--- src/rtl/fft_tone_pkg.sv ---
// Shared types and width helpers for the per-frame tone detector.
package fft_tone_pkg;

  typedef enum logic [1:0] {
    IDLE,
    ATTACK,
    ACTIVE,
    RELEASE
  } state_t;

  function automatic int bin_w(input int n);
    return $clog2(n);
  endfunction

  // Running band sum can never overflow at this width.
  function automatic int sum_w(input int w, input int kmin, input int kmax);
    return w + $clog2(kmax - kmin + 2);
  endfunction

  function automatic int max2(input int a, input int b);
    return (a > b) ? a : b;
  endfunction

endpackage

--- src/rtl/fft_band_stats.sv ---
// Bin counter, in-band peak/sum tracking and frame-end latch.
module fft_band_stats
  import fft_tone_pkg::*;
#(
  parameter int W        = 33,
  parameter int NSamples = 256,
  parameter int K_MIN    = 20,
  parameter int K_MAX    = 100,
  localparam int BW      = bin_w(NSamples),
  localparam int SW      = sum_w(W, K_MIN, K_MAX)
) (
  input  logic          clk,
  input  logic          reset,
  input  logic [W-1:0]  mag,
  input  logic          mag_valid,
  output logic          frame_done,
  output logic [W-1:0]  f_peak,
  output logic [BW-1:0] f_bin,
  output logic [SW-1:0] f_sum
);

  logic [BW-1:0] r_bin;
  logic [BW-1:0] r_pbin;
  logic [W-1:0]  r_peak;
  logic [SW-1:0] r_sum;

  logic          w_in_band;
  logic          w_gt;
  logic          w_last;
  logic [W-1:0]  w_peak_n;
  logic [BW-1:0] w_pbin_n;
  logic [SW-1:0] w_sum_n;

  assign w_in_band = (r_bin >= BW'(K_MIN)) && (r_bin <= BW'(K_MAX));
  // Strict compare: equal peaks keep the earlier (lower) bin.
  assign w_gt      = w_in_band && (mag > r_peak);
  assign w_peak_n  = w_gt ? mag : r_peak;
  assign w_pbin_n  = w_gt ? r_bin : r_pbin;
  assign w_sum_n   = w_in_band ? (r_sum + SW'(mag)) : r_sum;
  assign w_last    = (r_bin == BW'(NSamples - 1));

  always_ff @(posedge clk or posedge reset) begin
    if (reset) begin
      r_bin      <= '0;
      r_pbin     <= '0;
      r_peak     <= '0;
      r_sum      <= '0;
      frame_done <= 1'b0;
      f_peak     <= '0;
      f_bin      <= '0;
      f_sum      <= '0;
    end else begin
      frame_done <= 1'b0;
      if (mag_valid) begin
        if (w_last) begin
          r_bin      <= '0;
          f_peak     <= w_peak_n;
          f_bin      <= w_pbin_n;
          f_sum      <= w_sum_n;
          frame_done <= 1'b1;
          r_peak     <= '0;
          r_pbin     <= '0;
          r_sum      <= '0;
        end else begin
          r_bin      <= r_bin + 1'b1;
          r_peak     <= w_peak_n;
          r_pbin     <= w_pbin_n;
          r_sum      <= w_sum_n;
        end
      end
    end
  end

endmodule

--- src/rtl/fft_tone_detect.sv ---
// Per-frame dominant-tone test plus attack/release debounce.
// Define FFT_TONE_BIN_TRACK_EN to reject tone frames whose peak bin drifts.
module fft_tone_detect
  import fft_tone_pkg::*;
#(
  parameter int W          = 33,
  parameter int NSamples   = 256,
  parameter int K_MIN      = 20,
  parameter int K_MAX      = 100,
  parameter int MIN_PEAK   = 1024,
  parameter int RATIO_LOG2 = 2,
  parameter int ON_FRAMES  = 3,
  parameter int OFF_FRAMES = 5,
  parameter int BIN_TOL    = 2,
  localparam int BW        = bin_w(NSamples)
) (
  input  logic          clk,
  input  logic          reset,
  input  logic [W-1:0]  mag,
  input  logic          mag_valid,
  output logic          frame_valid,
  output logic          tone_present,
  output logic [BW-1:0] tone_bin,
  output logic [W-1:0]  tone_peak,
  output logic          whistle_detected,
  output logic          whistle_onset
);

  localparam int SW   = sum_w(W, K_MIN, K_MAX);
  localparam int CW   = max2(W + RATIO_LOG2, SW);
  localparam int CNTW = $clog2(max2(ON_FRAMES, OFF_FRAMES) + 1);

  if (K_MIN > K_MAX || K_MAX >= NSamples / 2 || MIN_PEAK < 1 ||
      ON_FRAMES < 1 || OFF_FRAMES < 1 || BIN_TOL < 0) begin : g_cfg_err
    $error("fft_tone_detect: illegal parameter set");
  end

  logic          w_f_done;
  logic [W-1:0]  w_f_peak;
  logic [BW-1:0] w_f_bin;
  logic [SW-1:0] w_f_sum;
  logic [CW-1:0] w_pk_sh;
  logic [CW-1:0] w_sum_x;
  logic          w_tone;
  logic          w_t;

  state_t        r_state;
  logic [CNTW-1:0] r_cnt;

  fft_band_stats #(
    .W       (W),
    .NSamples(NSamples),
    .K_MIN   (K_MIN),
    .K_MAX   (K_MAX)
  ) u_stats (
    .clk       (clk),
    .reset     (reset),
    .mag       (mag),
    .mag_valid (mag_valid),
    .frame_done(w_f_done),
    .f_peak    (w_f_peak),
    .f_bin     (w_f_bin),
    .f_sum     (w_f_sum)
  );

  assign w_pk_sh = CW'(w_f_peak) << RATIO_LOG2;
  assign w_sum_x = CW'(w_f_sum);
  assign w_tone  = (w_f_peak >= W'(MIN_PEAK)) && (w_pk_sh >= w_sum_x);

`ifdef FFT_TONE_BIN_TRACK_EN
  logic [BW-1:0] r_ref;
  logic [BW-1:0] w_diff;
  logic          w_drift;

  assign w_diff  = (w_f_bin >= r_ref) ? (w_f_bin - r_ref) : (r_ref - w_f_bin);
  assign w_drift = (r_state != IDLE) && (w_diff > BW'(BIN_TOL));
  assign w_t     = w_tone && !w_drift;

  always_ff @(posedge clk or posedge reset) begin
    if (reset) begin
      r_ref <= '0;
    end else if (w_f_done && w_tone) begin
      r_ref <= w_f_bin;
    end
  end
`else
  assign w_t = w_tone;
`endif

  always_ff @(posedge clk or posedge reset) begin
    if (reset) begin
      r_state          <= IDLE;
      r_cnt            <= '0;
      frame_valid      <= 1'b0;
      tone_present     <= 1'b0;
      tone_bin         <= '0;
      tone_peak        <= '0;
      whistle_detected <= 1'b0;
      whistle_onset    <= 1'b0;
    end else begin
      frame_valid   <= w_f_done;
      whistle_onset <= 1'b0;
      if (w_f_done) begin
        tone_present <= w_tone;
        tone_bin     <= w_f_bin;
        tone_peak    <= w_f_peak;
        unique case (r_state)
          IDLE: begin
            if (w_t) begin
              if (ON_FRAMES == 1) begin
                r_state          <= ACTIVE;
                whistle_detected <= 1'b1;
                whistle_onset    <= 1'b1;
              end else begin
                r_state <= ATTACK;
                r_cnt   <= CNTW'(1);
              end
            end
          end
          ATTACK: begin
            if (!w_t) begin
              r_state <= IDLE;
            end else if (r_cnt + 1'b1 == CNTW'(ON_FRAMES)) begin
              r_state          <= ACTIVE;
              whistle_detected <= 1'b1;
              whistle_onset    <= 1'b1;
            end else begin
              r_cnt <= r_cnt + 1'b1;
            end
          end
          ACTIVE: begin
            if (!w_t) begin
              if (OFF_FRAMES == 1) begin
                r_state          <= IDLE;
                whistle_detected <= 1'b0;
              end else begin
                r_state <= RELEASE;
                r_cnt   <= CNTW'(1);
              end
            end
          end
          RELEASE: begin
            // Recovering from RELEASE is not a new onset.
            if (w_t) begin
              r_state <= ACTIVE;
            end else if (r_cnt + 1'b1 == CNTW'(OFF_FRAMES)) begin
              r_state          <= IDLE;
              whistle_detected <= 1'b0;
            end else begin
              r_cnt <= r_cnt + 1'b1;
            end
          end
          default: r_state <= IDLE;
        endcase
      end
    end
  end

endmodule

--- config.mk ---
export PLATFORM = sky130hd
export DESIGN_NAME = fft_tone_detect
export DESIGN_NICKNAME = d
export VERILOG_FILES = /design/src/rtl/fft_tone_pkg.sv /design/src/rtl/fft_band_stats.sv /design/src/rtl/fft_tone_detect.sv
export SDC_FILE = /design/constraint.sdc
export NUM_CORES = 1
export LEC_CHECK = 0
export BUFFER_PORTS_ARGS = -buffer_cell sky130_fd_sc_hd__buf_4
export CORE_MARGIN = 4
export CORE_UTILIZATION = 47
export DETAILED_ROUTE_END_ITERATION = 12
export GPL_ROUTABILITY_DRIVEN = 0
export REMOVE_ABC_BUFFERS = 1
export SLEW_MARGIN = 5
export SYNTH_ARGS = -nofsm -noshare
export SYNTH_HDL_FRONTEND = slang
export SYNTH_HIERARCHICAL = 1
export SYNTH_SLANG_ARGS = --single-unit
--- constraint.sdc ---
create_clock -name clk -period 13.25 [get_ports clk]
set_input_delay 2.65 -clock clk [delete_from_list [all_inputs] [get_ports clk]]
set_output_delay 2.65 -clock clk [all_outputs]
set_load 0.1 [all_outputs]
==> run_results.csv, run 1 <==
group,metric,value,unit
run_status,status,"finished, final reports clean",
cts,cts_max_path_buffers,3,
logic_synthesis,ys_types,80,
global_route,grt_util_met1,31.8,%
logic_synthesis,synth_warnings,6,
timing,setup_repair_after_global_routing_missed_its_margin,"no",
floorplan,fp-row-count,58,
cts,cts.clk_slew.worst_paths,0.06,ns
drt,vias,9164,
cts,hold_buffers,0,
worst_setup_path,sort_of_element_at_the_end_of_the_critical_path,"flop",
cts,clk_root_buffer_cell,"clkbuf_16",
worst_setup_path,worstSetupPathDepth,8,
cells_and_area,layout.nets,1434,
drt,remaining_drc_errors,0,
placement,detailedPlacementHpwl,21.8,mm
global_route,global_route.usage.met2,33.2,%
timing,slew_violations,0,
worst_setup_path,crit_path_max_fanout,40,
worst_setup_path,required,13.70,ns
power_and_ir_drop,leakage,6.84,nW
timing,final.min_clock_period,5.63,ns
timing,layout_worst_path_cycle_share,42.5,%
logic_synthesis,synth_area_leader_cell,"dfrtp_1",
logic_synthesis,ys_dominant_reg_cell,"dfrtp_1",
timing,setup_ws,7.62,ns
power_and_ir_drop,ir_worst_vdd,0.101,mV
global_route,grt_most_used_layer,"met2",
global_route,grtUsageTotal,21.3,%
logic_synthesis,synth-seq-cells,221,
cells_and_area,drive_above_1_share,15.8,%
logic_synthesis,yosysSeqAreaShare,45.6,%
timing,final_layout_setup_total_negative_slack,0,ns
drt,drt_pre_antenna_iters,5,
drt,drt.antenna.violating_nets,0,
placement,pre_cts_slack,7.02,ns
logic_synthesis,synth_enable_flop_cells,0,
worst_setup_path,cp_data_arrival_time,6.08,ns
logic_synthesis,syn_area,0.0121,mm2
floorplan,dieArea,0.0284,mm2
cells_and_area,fin_area,0.0138,mm2
global_route,antenna_found_initial,2,
timing,hold_viol_final,0,
worst_setup_path,worstSetupEndpoint,"u_stats/r_peak[27]",
worst_setup_path,cp_num_buf_inv,1,
worst_setup_path,crit_path_start_kind,"primary input",
timing,finalClockSkew,0.0115,ns
cts,clock_insertion_delay_worst_skew,0.52,ns
worst_setup_path,reg2regPathDepth,8,
floorplan,core,0.0253,mm2
flow_run,max_cap_viol_count,0,
worst_setup_path,worst-setup-path-type,"primary input to flop",
cts,tritoncts_clock_tree,"built",
floorplan,die-height,169,um
logic_synthesis,asyncSetResetFlopFracSynth,100,%
cts,cts_setup_buffers,0,
cts,post_cts_resized,0,
min_path,worstHoldPathType,"flop to flop",
cells_and_area,number_of_diodes,0,
logic_synthesis,synthesis.area_per_instance,9.89,um2
global_route,maximum_number_of_pins_on_one_net_before_global_route_repair,93,
global_route,wire_length_of_the_first_global_routing_pass,49.3,mm
logic_synthesis,syn_inst,1226,
drt,vias_per_cell,5.60,
cts,numClockSinks,221,
logic_synthesis,synth_top_cells_by_area,"dfrtp_1, ha_1, nand2_1",
power_and_ir_drop,pwr_density_cell,178,mW/mm2
drt,routedWlPerCell,18.3,um
worst_setup_path,timing.critical_path.slowest_cell_delay,0.92,ns
timing,tightest_pin_transition,1.09,ns
timing,worst_hold_slack,0.465,ns
cts,cts_inserted_buffers,25,
worst_setup_path,worst-r2r-setup-slack,9.46,ns
logic_synthesis,synth_largest_type_area_fraction,45.6,%
floorplan,design.portCount,81,
floorplan,floorplan.die.width,169,um
cells_and_area,syn2layout_area_growth,13.6,%
placement,dpl.cell_count,1596,
worst_setup_path,crit_reg_reg_endpoint,"u_stats/r_peak[27]",
global_route,global_route.usage.met3,2.76,%
worst_setup_path,timing.critical_path.from,"mag[32]",
placement,buffer_ports.inserted,80,
drt,initialDrtViolationCount,686,
worst_setup_path,slowest_stage,"o21ba_2",
global_route,number_of_global_route_vias_before_repair,9093,
timing,slew-limit-headroom,27.1,%
floorplan,initial_utilization,48.0,%
global_route,grt_overflow,0,
timing,fmax,177,MHz
placement,post_dp_cell_area,0.0130,mm2
cells_and_area,final_cell_count_no_fill,1637,
worst_setup_path,cpLargestDelayFamily,"compound AO/OA/AOI/OAI gates",
drt,drt_wl_total,30.0,mm
worst_setup_path,timing.critical_path.cells,"buf_4, ha_1, nand4_1, nor4_1, o21ai_0, a21oi_1, o21ba_2, a22o_1",
timing,setup_viol,0,
cts,ctsHtreeMaxLevel,1,
worst_setup_path,critical_path.reg2reg.startpoint,"u_stats/r_peak[32]",
[report_power, final]
group / internal (mW) / leakage, nW / total [mW] / switching [mW]
Combinational: 0.372 / 3.50 / 0.912 / 0.540
Sequential: 0.790 / 2.96 / 0.883 / 0.0930
Clock: 0.388 / 0.383 / 0.655 / 0.267
Total: 1.55 / 6.84 / 2.45 / 0.900
[per-stage QoR]
step	utilization [%]	power (mW)
2_1_floorplan	-	1.54
3_3_place_gp	51.5	1.78
3_5_place_dp	51.5	1.79
4_1_cts	54.6	2.46
5_1_grt	54.6	2.62
6_report	54.6	2.45
[worst min-delay path by stage]
| stage | slack [ns] | end | depth (start not counted) | start |
|---|---|---|---|---|
| 3_5_place_dp | 0.45 | u_stats/f_bin[5] | 2 | u_stats/f_bin[5] |
| 6_report | 0.46 | u_stats/f_bin[5] | 2 | u_stats/f_bin[5] |
| 4_1_cts | 0.47 | u_stats/f_bin[5] | 2 | u_stats/f_bin[5] |
| 2_1_floorplan | 0.43 | u_stats/f_sum[38] | 2 | u_stats/f_sum[38] |
| 5_1_grt | 0.50 | u_stats/f_bin[6] | 2 | u_stats/f_bin[6] |
| 3_3_place_gp | 0.45 | u_stats/f_sum[25] | 2 | u_stats/f_sum[25] |
[layer usage]
metal  vias up  share of wire (%)
met1      4432                 49
li1       4505                  -
met3        44                4.3
met5         -              0.030
met4         2                2.5
met2       181                 44
[kinds of logic after synthesis]
group                      count (synthesis)  synth area share [%]
and+or+nand+nor                          363                  13.9
DFF                                      221                  45.6
AOI/OAI and AO/OA                        318                  18.4
muxes                                     43                  3.97
xor gates and xnor gates                  33                  2.38
adders and majority gates                105                  10.9
buffers and inverters                    143                  4.87
[synthesized netlist by cell type (all sizes together) (4+ instances only)]
| master | instances |
|---|---|
| a21o | 36 |
| a21oi | 58 |
| a221oi | 5 |
| a22o | 55 |
| a31oi | 20 |
| a41oi | 6 |
| and2 | 8 |
| and3 | 17 |
| and4 | 4 |
| buf | 21 |
| clkbuf | 29 |
| dfrtp | 221 |
| ha | 104 |
| inv | 93 |
| mux2 | 41 |
| nand2 | 178 |
| nand2b | 6 |
| nand3 | 25 |
| nand4 | 22 |
| nor2 | 68 |
| nor2b | 4 |
| nor3 | 6 |
| nor4 | 8 |
| o211ai | 6 |
| o21a | 5 |
| o21ai | 83 |
| o21bai | 4 |
| o22ai | 9 |
| o31ai | 4 |
| or4 | 6 |
| xnor2 | 19 |
| xor2 | 14 |
[cells in the final DEF, fill, tap and decap left out, drive strengths merged, types with 17 or more instances in the layout]
master and instances:
a22o 55, mux2 41, and3 17, nor2 68, a21oi 58, a21o 36, o21ai 83, dfrtp 221
a31oi 20, nand4 22, nand3 25, ha 104, xnor2 19, nand2 178, inv 93, buf 90
clkbuf 37
[worst reg2reg max path, stage by stage, from the launching register on]
cell	delay, ns
dfrtp_1	0.35
inv_1	0.08
ha_1	0.39
nand4_1	0.20
nor4_1	0.89
o21ai_0	0.25
a21oi_1	0.32
o21ba_2	0.92
a22o_1	0.32
[final cells by class]
| cell class | count | area [um2] |
|---|---|---|
| inverter | 93 | 354 |
| clock buffer | 37 | 751 |
| tap | 330 | 413 |
| sequential | 221 | 5530 |
| timing repair buffer | 90 | 676 |
| clock inverter | 4 | 26.3 |
| fill | 2316 | 11500 |
| multi-input combinational | 862 | 6030 |
[registers in the layout, indices dropped and copies added (netlist names), named ones only]
name,cells
u_stats/r_sum,40
u_stats/f_peak,33
r_cnt,3
tone_bin,8
r_state,1
u_stats/r_bin,8
u_stats/frame_done,1
u_stats/f_sum,40
whistle_onset,1
tone_peak,33
u_stats/f_bin,8
whistle_detected,1
frame_valid,1
tone_present,1
u_stats/r_peak,33
u_stats/r_pbin,8
Note: power is estimated with default switching activity, not from simulation.
==> inputs of run 2 (changes only) <==
==> constraint.sdc (replaced) <==
create_clock -name clk -period 5.8 [get_ports clk]
set_input_delay 1.16 -clock clk [delete_from_list [all_inputs] [get_ports clk]]
set_output_delay 1.16 -clock clk [all_outputs]
set_load 0.1 [all_outputs]
==> run_results.csv, run 2 (synthesized netlist as in run 1, its figures left out) <==
group,metric,value,unit
power_and_ir_drop,ir_worst_vdd,0.206,mV
placement,pre_cts_slack,1.16,ns
worst_setup_path,crit_path_max_fanout,40,
cts,cts_inserted_buffers,25,
drt,routedWlPerCell,18.2,um
timing,final.min_clock_period,4.04,ns
floorplan,dieArea,0.0284,mm2
floorplan,floorplan.die.width,169,um
global_route,maximum_number_of_pins_on_one_net_before_global_route_repair,94,
worst_setup_path,timing.critical_path.slowest_cell_delay,0.90,ns
global_route,grt_util_met1,31.6,%
worst_setup_path,crit_path_start_kind,"primary input",
global_route,wire_length_of_the_first_global_routing_pass,49.2,mm
min_path,hold_start,"u_stats/f_sum[30]",
worst_setup_path,worst-setup-path-type,"primary input to flop",
cells_and_area,layout_common_cells,"dfrtp_1, nand2_1, ha_1",
drt,drt_wl_total,29.9,mm
timing,setup_repair_after_global_routing_missed_its_margin,"no",
global_route,antenna_found_initial,1,
cells_and_area,multi_input_comb_area,0.00603,mm2
timing,tightest_pin_transition,1.07,ns
drt,vias_per_cell,5.58,
global_route,number_of_global_route_vias_before_repair,8971,
timing,hold_viol_final,0,
min_path,worstHoldPathType,"flop to flop",
worst_setup_path,critical_path.reg2reg.startpoint,"u_stats/r_peak[32]",
drt,remaining_drc_errors,0,
worst_setup_path,timing.critical_path.cells,"buf_4, ha_1, nand4_1, nor4_1, o21ai_0, a21oi_1, o21ba_2, a22o_1",
cts,ctsHtreeMaxLevel,1,
floorplan,fp-row-count,58,
timing,finalClockSkew,0.00799,ns
cells_and_area,fin_util,54.7,%
cts,hold_buffers,0,
worst_setup_path,cp_num_buf_inv,1,
timing,slew-limit-headroom,28.8,%
cts,clock_insertion_delay_worst_skew,0.52,ns
cts,cts.clk_slew.worst_paths,0.06,ns
floorplan,core,0.0253,mm2
timing,final_layout_setup_total_negative_slack,0,ns
timing,setup_ws,1.76,ns
placement,detailedPlacementHpwl,21.5,mm
placement,dpl.cell_count,1597,
timing,setup_viol,0,
cells_and_area,layout.filler_cells,2289,
cells_and_area,layout.cells.most_common,"dfrtp_1",
cts,post_cts_resized,0,
cells_and_area,number_of_diodes,0,
cts,tritoncts_clock_tree,"built",
timing,slew_violations,0,
global_route,grtUsageTotal,21.3,%
worst_setup_path,sort_of_element_at_the_end_of_the_critical_path,"flop",
cells_and_area,final_cell_count_no_fill,1643,
global_route,global_route.usage.met2,33.5,%
worst_setup_path,cp_data_arrival_time,4.49,ns
cells_and_area,layout.area.seq,0.00553,mm2
drt,drt_pre_antenna_iters,5,
cts,clk_root_buffer_cell,"clkbuf_16",
floorplan,die-height,169,um
global_route,grt_most_used_layer,"met2",
global_route,grt_overflow,0,
worst_setup_path,slowest_stage,"o21ba_2",
floorplan,initial_utilization,48.0,%
placement,buffer_ports.inserted,80,
timing,fmax,248,MHz
flow_run,max_cap_viol_count,0,
worst_setup_path,timing.critical_path.from,"mag[32]",
timing,layout_worst_path_cycle_share,69.6,%
run_status,status,"finished, final reports clean",
cts,cts_setup_buffers,0,
cts,cts_max_path_buffers,3,
cts,numClockSinks,221,
cells_and_area,layout.nets,1435,
floorplan,design.portCount,81,
cells_and_area,drive_above_1_share,16.0,%
power_and_ir_drop,pwr_density_cell,409,mW/mm2
drt,initialDrtViolationCount,735,
drt,vias,9169,
cells_and_area,largest_registers,"u_stats/f_sum (40), u_stats/r_sum (40)",
worst_setup_path,cpLargestDelayFamily,"compound AO/OA/AOI/OAI gates",
power_and_ir_drop,leakage,6.87,nW
cells_and_area,syn2layout_area_growth,13.9,%
worst_setup_path,required,6.26,ns
drt,drt.antenna.violating_nets,0,
global_route,global_route.usage.met3,2.92,%
## run 2: worst paths after layout
kind,slack (ns),to,depth (start not counted)
setup / recovery,1.76,u_stats/r_peak[31],8
hold / removal,0.46,u_stats/f_sum[30],2
setup reg to reg,2.12,u_stats/r_peak[31],8
hold reg to reg,0.46,u_stats/f_sum[30],2
max in group asynchronous,3.79,u_stats/frame_done,3
min in group asynchronous,0.72,r_cnt[1],2
## run 2: power by group
part	total (mW)	switching [mW]	internal, mW
registers	2.01	0.209	1.80
clock network	1.56	0.644	0.915
logic	2.08	1.23	0.849
total	5.65	2.08	3.57
## run 2: routing by layer
metal	vias to the layer above	part of all wire, %
met3	35	5.3
li1	4520	-
met1	4409	49
met2	205	44
met5	-	0
met4	0	1.7
## run 2: layout make-up
| cell class | count | share of cell area [%] |
|---|---|---|
| clock buffers | 37 | 5.29 |
| multi-input cells | 862 | 43.6 |
| repair buffers | 91 | 4.95 |
| flip-flops and latches | 221 | 40.0 |
| clock inverters | 9 | 0.534 |
| inverters | 93 | 2.56 |
| well taps | 330 | 2.99 |
## run 2: per-stage QoR
stage	total power [mW]	hold WS [ns]	cell area (um2)
2_1_floorplan	3.52	0.431	11900
3_3_place_gp	4.07	0.451	13000
3_5_place_dp	4.09	0.455	13000
4_1_cts	5.67	0.469	13800
5_1_grt	6.05	0.484	13800
6_report	5.65	0.461	13800
## run 2: worst reg2reg max path: stages (launching register included)
cell and delay [ns]:
dfrtp_1 0.34, inv_1 0.07, ha_1 0.39, nand4_1 0.21
nor4_1 0.85, o21ai_0 0.23, a21oi_1 0.31, o21ba_2 0.90
a22o_1 0.31
==> inputs of run 3 (changes only) <==
==> constraint.sdc (replaced) <==
create_clock -name clk -period 4.2 [get_ports clk]
set_input_delay 0.84 -clock clk [delete_from_list [all_inputs] [get_ports clk]]
set_output_delay 0.84 -clock clk [all_outputs]
set_load 0.1 [all_outputs]
==> run_results.csv, run 3 (synthesized netlist as in run 1, its figures left out) <==
group,metric,value,unit
cts,cts_setup_buffers,0,
worst_setup_path,critical_path.reg2reg.startpoint,"u_stats/r_peak[6]",
cells_and_area,final_cell_count_no_fill,1646,
timing,slew-limit-headroom,42.4,%
timing,tightest_pin_transition,0.865,ns
cells_and_area,fin_area,0.0139,mm2
worst_setup_path,sort_of_element_at_the_end_of_the_critical_path,"flop",
flow_run,max_cap_viol_count,0,
cts,tritoncts_clock_tree,"built",
floorplan,design.portCount,81,
cells_and_area,number_of_diodes,0,
cts,numClockSinks,221,
worst_setup_path,crit_path_start_kind,"primary input",
worst_setup_path,crit_reg_reg_endpoint,"u_stats/r_peak[16]",
global_route,grt_most_used_layer,"met2",
run_status,status,"finished, final reports clean",
power_and_ir_drop,seq_power_share,35.1,%
worst_setup_path,crit_path_max_fanout,33,
worst_setup_path,timing.critical_path.slowest_cell_delay,0.48,ns
cts,ctsHtreeMaxLevel,1,
cts,hold_buffers,0,
timing,layout_worst_path_cycle_share,74.6,%
worst_setup_path,timing.critical_path.cells,"buf_4, ha_1, and4_1, and2_1, o21ai_0, a311oi_1, o21ai_0, a21oi_1, o21ba_2, buf_12, a22o_1",
worst_setup_path,worstSetupPathDepth,11,
cts,post_cts_resized,0,
global_route,grt_overflow,0,
worst_setup_path,cpLargestDelayFamily,"compound AO/OA/AOI/OAI gates",
worst_setup_path,cp_data_arrival_time,3.60,ns
worst_setup_path,required,4.66,ns
worst_setup_path,worst-setup-path-type,"primary input to flop",
timing,finalClockSkew,0.0126,ns
floorplan,initial_utilization,48.0,%
global_route,maximum_number_of_pins_on_one_net_before_global_route_repair,87,
floorplan,fp-row-count,58,
min_path,worstHoldPathType,"primary input to asynchronous set/reset pin",
cells_and_area,largest_registers,"u_stats/f_sum (40), u_stats/r_sum (40)",
power_and_ir_drop,pwr_density_cell,571,mW/mm2
global_route,antenna_found_initial,1,
cells_and_area,layout.nets,1439,
placement,post_dp_cell_area,0.0131,mm2
global_route,global_route.usage.met3,3.20,%
timing,setup_repair_after_global_routing_missed_its_margin,"no",
timing,fmax,319,MHz
power_and_ir_drop,internal-power,5.04,mW
cells_and_area,layout.cells.most_common,"dfrtp_1",
drt,drt.antenna.violating_nets,0,
cts,cts.clk_slew.worst_paths,0.06,ns
worst_setup_path,worstSetupEndpoint,"u_stats/r_peak[16]",
worst_setup_path,slowest_stage,"a311oi_1",
power_and_ir_drop,ir_worst_vdd,0.296,mV
floorplan,core,0.0253,mm2
power_and_ir_drop,p_sw_share,36.6,%
drt,routedWlPerCell,18.7,um
placement,dpl.cell_count,1601,
worst_setup_path,cp_num_buf_inv,2,
timing,final.min_clock_period,3.13,ns
floorplan,die-height,169,um
drt,remaining_drc_errors,0,
power_and_ir_drop,netSwitchingPower,2.91,mW
drt,vias_per_cell,5.61,
power_and_ir_drop,leakage,6.91,nW
timing,hold_viol_final,0,
floorplan,dieArea,0.0284,mm2
cts,cts_inserted_buffers,25,
cells_and_area,layout_common_cells,"dfrtp_1, nand2_1, ha_1",
power_and_ir_drop,combinationalPowerShare,36.5,%
cells_and_area,syn2layout_area_growth,14.7,%
placement,detailedPlacementHpwl,22.1,mm
floorplan,floorplan.die.width,169,um
worst_setup_path,reg2regPathDepth,11,
drt,drt_wl_total,30.8,mm
cts,cts_max_path_buffers,3,
worst_setup_path,cpMostUsedCell,"o21ai_0",
cts,clk_root_buffer_cell,"clkbuf_16",
cts,clock_insertion_delay_worst_skew,0.53,ns
global_route,grt_util_met1,32.1,%
global_route,grtUsageTotal,21.7,%
worst_setup_path,timing.critical_path.from,"mag[7]",
worst_setup_path,worst-r2r-setup-slack,1.07,ns
power_and_ir_drop,pwr-share-clk,28.4,%
global_route,global_route.usage.met2,34.0,%
global_route,wire_length_of_the_first_global_routing_pass,49.9,mm
timing,slew_violations,0,
drt,initialDrtViolationCount,548,
timing,setup_viol,0,
global_route,number_of_global_route_vias_before_repair,9062,
placement,buffer_ports.inserted,80,
cells_and_area,drive_above_1_share,16.3,%
drt,vias,9227,
timing,worst_hold_slack,0.356,ns
drt,drt_pre_antenna_iters,6,
[run 3: cell count changes in the layout (fill, tap and decap cells not counted), sizes merged]
cell      previous run  this run
buf                 91        95
clkinv               8         4
bufinv               1         2
clkbuf              37        38
clkinvlp             0         1
[run 3: cell type report]
class,count,area [um2]
Fill cell,2355,11300
Multi-Input combinational cell,862,6030
Sequential cell,221,5530
Clock buffer,38,754
Timing Repair Buffer,95,738
Tap cell,330,413
Inverter,93,354
Clock inverter,7,91.3
[run 3: power by group through the flow]
stage / sequential (mW) / combinational (mW) / clock [mW]
after global placement: 2.82 / 2.85 / 0
after global routing: 2.83 / 3.25 / 2.40
final: 2.79 / 2.90 / 2.25
after CTS: 2.78 / 2.89 / 2.31
after detailed placement: 2.81 / 2.88 / 0
after floorplan: 2.72 / 2.14 / 0
[run 3: worst reg2reg max path: cells and delay by family (launching register included)]
kind | cells | cell delay [ns]
adders and majority gates | 1 | 0.28
DFF | 1 | 0.35
buffers and inverters | 2 | 0.33
and+or+nand+nor | 2 | 0.48
AOI/OAI and AO/OA | 6 | 1.62
[run 3: routing by layer]
layer / vias up / wire length, um
met3: 43 / 1700
met5: - / 0
li1: 4513 / -
met2: 219 / 13700
met4: 0 / 585
met1: 4452 / 14700
[run 3: through the flow]
stage / total power, mW / setup WS [ns] / TNS, ns / utilization, %
after floorplan: 4.87 / -1.27 / -217.48 / -
after global placement: 5.66 / 0.615 / 0 / 51.7
after detailed placement: 5.69 / 0.557 / 0 / 51.7
after CTS: 7.98 / 1.10 / 0 / 55.1
after global routing: 8.49 / 0.948 / 0 / 55.1
final: 7.94 / 1.07 / 0 / 55.1
[run 3: how the worst min path moves through the flow]
stage | to | slack [ns]
4_1_cts | tone_peak[2] | 0.37
5_1_grt | tone_peak[2] | 0.39
6_report | tone_peak[0] | 0.36
3_3_place_gp | u_stats/f_sum[18] | 0.45
3_5_place_dp | u_stats/f_sum[38] | 0.45
2_1_floorplan | u_stats/f_sum[38] | 0.43
